--- src/rtl/mem_port_arbiter.sv ---
// Round-robin arbiter sharing one fixed-latency memory port
// between the instruction fetch side and the data cache side.
module mem_port_arbiter #(
    parameter int ADDR_W      = 32,
    parameter int DATA_W      = 32,
    parameter int MEM_LATENCY = 5
) (
    input  logic              clk,
    input  logic              reset,
    input  logic              i_req,
    input  logic [ADDR_W-1:0] i_addr,
    input  logic              d_req,
    input  logic              d_we,
    input  logic [ADDR_W-1:0] d_addr,
    input  logic [DATA_W-1:0] d_wdata,
    input  logic              d_lock,
    output logic              i_gnt,
    output logic              d_gnt,
    output logic              i_done,
    output logic              d_done,
    output logic [DATA_W-1:0] rdata,
    output logic              mem_en,
    output logic              mem_we,
    output logic [ADDR_W-1:0] mem_addr,
    output logic [DATA_W-1:0] mem_wdata,
    input  logic [DATA_W-1:0] mem_rdata
);

    localparam int CW = $clog2(MEM_LATENCY + 1);
    localparam logic [CW-1:0] LAST = CW'(MEM_LATENCY);

    typedef enum logic [1:0] {
        IDLE = 2'd0,
        BUSY = 2'd1,
        RESP = 2'd2
    } state_t;

    state_t            state;
    state_t            state_nxt;
    logic [CW-1:0]     cnt;
    logic              win_d;
    logic              ptr_d;
    logic              lock_pending;
    logic [ADDR_W-1:0] addr_q;
    logic              we_q;
    logic [DATA_W-1:0] wdata_q;
    logic [DATA_W-1:0] rdata_q;

    logic              grant;
    logic              grant_d;
    logic              lock_clr;
    logic              busy;
    logic              resp;
    logic              own;

    // Next-state and winner selection; a reserved grant only
    // holds while D still requests, otherwise arbitrate normally.
    always_comb begin
        state_nxt = state;
        grant     = 1'b0;
        grant_d   = 1'b0;
        lock_clr  = 1'b0;
        case (state)
            IDLE: begin
                if (lock_pending && !d_req) begin
                    lock_clr = 1'b1;
                end
                if (lock_pending && d_req) begin
                    grant   = 1'b1;
                    grant_d = 1'b1;
                end else if (d_req && i_req) begin
                    grant   = 1'b1;
                    grant_d = ptr_d;
                end else if (d_req) begin
                    grant   = 1'b1;
                    grant_d = 1'b1;
                end else if (i_req) begin
                    grant   = 1'b1;
                    grant_d = 1'b0;
                end
                if (grant) begin
                    state_nxt = BUSY;
                end
            end
            BUSY: begin
                if (cnt == LAST) begin
                    state_nxt = RESP;
                end
            end
            RESP: begin
                state_nxt = IDLE;
            end
            default: begin
                state_nxt = IDLE;
            end
        endcase
    end

    // State register plus latched request, counter, pointer and lock.
    always_ff @(posedge clk) begin
        if (!reset) begin
            state        <= IDLE;
            cnt          <= '0;
            win_d        <= 1'b0;
            ptr_d        <= 1'b1;
            lock_pending <= 1'b0;
            addr_q       <= '0;
            we_q         <= 1'b0;
            wdata_q      <= '0;
            rdata_q      <= '0;
        end else begin
            state <= state_nxt;
            case (state)
                IDLE: begin
                    if (grant) begin
                        win_d        <= grant_d;
                        ptr_d        <= !grant_d;
                        lock_pending <= 1'b0;
                        cnt          <= CW'(1);
                        addr_q       <= grant_d ? d_addr : i_addr;
                        we_q         <= grant_d & d_we;
                        wdata_q      <= grant_d ? d_wdata : '0;
                    end else if (lock_clr) begin
                        lock_pending <= 1'b0;
                    end
                end
                BUSY: begin
                    if (cnt == LAST) begin
                        cnt <= '0;
                        if (!we_q) begin
                            rdata_q <= mem_rdata;
                        end
                    end else begin
                        cnt <= cnt + CW'(1);
                    end
                end
                RESP: begin
                    if (win_d && d_lock) begin
                        lock_pending <= 1'b1;
                    end
                end
                default: begin
                    cnt <= '0;
                end
            endcase
        end
    end

    // Port and handshake outputs decoded from the registered state.
    always_comb begin
        busy      = (state == BUSY);
        resp      = (state == RESP);
        own       = busy | resp;
        i_gnt     = own & !win_d;
        d_gnt     = own & win_d;
        i_done    = resp & !win_d;
        d_done    = resp & win_d;
        rdata     = rdata_q;
        mem_en    = busy;
        mem_we    = busy & we_q;
        mem_addr  = busy ? addr_q : '0;
        mem_wdata = busy ? wdata_q : '0;
    end

endmodule

--- config.mk ---
export PLATFORM = sky130hd
export DESIGN_NAME = mem_port_arbiter
export DESIGN_NICKNAME = d
export VERILOG_FILES = /design/src/rtl/mem_port_arbiter.sv
export SDC_FILE = /design/constraint.sdc
export NUM_CORES = 1
export LEC_CHECK = 0
export ABC_AREA = 1
export BUFFER_PORTS_ARGS = -buffer_cell sky130_fd_sc_hd__buf_2
export CAP_MARGIN = 15
export CORE_UTILIZATION = 45
export DETAILED_ROUTE_END_ITERATION = 7
export MAX_ROUTING_LAYER = met4
export PLACE_DENSITY = 0.78
export SYNTH_ARGS = -nofsm -noshare
export SYNTH_HDL_FRONTEND = slang
export SYNTH_SLANG_ARGS = --single-unit
--- constraint.sdc ---
create_clock -name clk -period 1.8 [get_ports clk]
set_input_delay 0.36 -clock clk [delete_from_list [all_inputs] [get_ports clk]]
set_output_delay 0.36 -clock clk [all_outputs]
set_load 0.01 [all_outputs]
==> summary.txt <==
Logic synthesis
  • Syn Inst Count: 738
  • Synthesized flop and latch total: 105
  • Yosys top cell area share: 0.434
  • YS warnings: 0
  • Synth Cell Area: 0.00485 mm2
  • Top cells by area, synth: dfxtp_1, nand2_1, nand3_1
  • Netlist cell types: 20
  • Synth area leader: dfxtp_1
  • Mean area per synthesized cell: 6.57 um2
  • Syn Nets: 875
  • Sequential-to-total area share from yosys stat: 0.434

GRT
  • Overflow after GRT: 0
  • Antenna violations before repair: 3
  • Vias in the first global route: 4861
  • First-pass GRT wire length: 23100 um
  • Total track usage: 0.267
  • Largest net degree at the start of global routing: 58

Min path
  • Hold Crit Class: in -> reg
  • Worst hold path stage count: 3

Run status
  • Outcome: complete, but fails checks
  • Failing checks: negative setup slack

Clock tree
  • Post-CTS Hold Fix Bufs: 0
  • CTS Root Cell: clkbuf_8
  • Clk buf depth: 2
  • CTS clock-pin slew for the worst setup and hold paths: 120 ps
  • Later-pin clock latency in the skew report: 380 ps
  • Clk sinks: 105
  • # H-tree levels: 3
  • CTS tree: done
  • CTS buffer count: 9

Floorplanning
  • Total die area: 0.0112 mm2
  • Die Y: 106 um
  • Io pins: 236
  • Initial core utilization: 0.467
  • Site row count: 37
  • Core area: 0.0104 mm2
  • Die Width: 106 um

Detailed routing
  • Routed wire length: 15300 um
  • 1st-pass router iterations: 4
  • Via-per-instance ratio: 4.98
  • DRC violations left: 0
  • Initial DRC count: 388
  • Via count: 5508
  • Final ANT Viol Nets: 0
  • Wirelength per Cell: 13.9 um

Power
  • Leakage: 4.07 nW
  • Pwr per Cell Area: 782 mW/mm2
  • Overall power: 5.61 mW
  • Worst VDD drop: 0.528 mV

Critical path
  • Critical path startpoint category: register
  • Crit path DAT: 1480 ps
  • FF-to-FF path depth: 11
  • Worst-path maximum fanout: 8
  • Crit end category: primary output
  • CP required: 1440 ps
  • Kind of critical path: reg -> out

Placed design
  • HPWL after DPL: 9180 um
  • Buffers on Ports: 235
  • Final GP Congestion: 0.822

Final layout
  • Final Util: 0.692
  • Area Growth Syn to Fin: 48.0%
  • Share of layout cells above drive strength 1: 0.401
  • Nets: 1100

Timing
  • Slew HR: 0.735
  • Slew @ Worst Pin: 398 ps
  • Final Hold Vio Count: 0
  • Skew final: 16.8 ps
  • Fmax: 0.542 GHz
  • Worst setup margin: -43.5 ps
  • RSZ-0062 raised after global routing: yes
  • Final period utilization: 1.02
  • Final slew viol count: 0
  • Setup violators final: 51
  • Tmin final: 1840 ps

Run
  • Max_cap viols: 0
-- sequential cells by signal (all words and copies together), names as in the netlist, 2 cells and up --
name,cells
addr_q,32
cnt,3
rdata,32
state,2
wdata_q,32
-- cells in the mapped netlist (all sizes together) --
cell type	n
a21oi	71
a31oi	1
buf	39
clkbuf	13
dfxtp	105
ha	3
inv	112
nand2	183
nand3	103
nor2	71
nor3	1
o21ai	35
or2	1
-- per-layer routing --
metal | global-route usage | routed length [um]
met5 | - | 0
met4 | 0.114 | 352
met3 | 0.0451 | 1040
met2 | 0.428 | 7550
met1 | 0.333 | 6390
-- power breakdown --
group | switching, mW | total [mW] | leakage (nW) | internal (mW)
clock network | 0.910 | 1.59 | 0.110 | 0.683
registers | 0.117 | 2.59 | 0.859 | 2.47
logic | 0.781 | 1.43 | 3.10 | 0.653
-- area by class of cell --
| cell class | count | area (um2) |
|---|---|---|
| repair buffers | 266 | 1890 |
| clock inverters | 7 | 92.6 |
| multi-input cells | 469 | 2360 |
| fillers | 929 | 3200 |
| clock buffers | 9 | 124 |
| diodes | 3 | 7.51 |
| well taps | 136 | 170 |
| inverters | 112 | 425 |
| flip-flops and latches | 105 | 2100 |
-- through the flow --
| step | instances | setup slack (ps) | cell area, um2 | TNS (ps) | hold WS, ps |
|---|---|---|---|---|---|
| 2_1_floorplan | 738 | 94.8 | 4850 | 0 | 437 |
| 3_3_place_gp | 1072 | 151 | 6120 | 0 | 454 |
| 3_5_place_dp | 1072 | 124 | 6120 | 0 | 455 |
| 4_1_cts | 1101 | -52.0 | 6710 | -1650 | 198 |
| 5_1_grt | 1107 | -103 | 7170 | -4730 | 213 |
| 6_report | 1107 | -43.5 | 7170 | -1050 | 209 |
-- critical path: stages (launching register included) --
cell and delay (ps):
dfxtp_2 340, inv_2 60, ha_4 180, buf_12 160
buf_16 160, nand2_2 50, inv_1 50, buf_2 120
-- final timing paths --
path / startpoint / end / slack [ps]
worst max-delay path: state[1]$_SDFFE_PN0P_ / mem_wdata[23] / -40
worst min-delay path: mem_rdata[1] / rdata[1]$_SDFFE_PN0P_ / 210
worst max register to register: state[1]$_SDFFE_PN0P_ / rdata[21]$_SDFFE_PN0P_ / 160
worst min register to register: wdata_q[12]$_SDFFE_PN0P_ / wdata_q[12]$_SDFFE_PN0P_ / 480
-- placed cells by master (no fill, tap or decap), drive strengths merged --
cell	instances
nand3	103
nor2	71
diode	3
clkbuf	11
or2	1
nand2	183
nor3	1
inv	116
ha	3
a21oi	71
o21ai	35
clkinv	2
bufinv	1
a31oi	1
dfxtp	105
buf	264
-- timing repair --
action	4_1_cts	5_1_grt
pin swaps	16	14
endpoints found under the setup margin	66	89
buffers inserted	6	1
gates cloned	7	2
gates resized for setup	49	118
-- cell families after synthesis --
kind of cell	synth area share
adders and majority gates	0.00775
DFF	0.434
and+or+nand+nor	0.306
AOI/OAI and AO/OA	0.112
buffers and inverters	0.141
No activity file was read; power rests on OpenSTA's default activity.
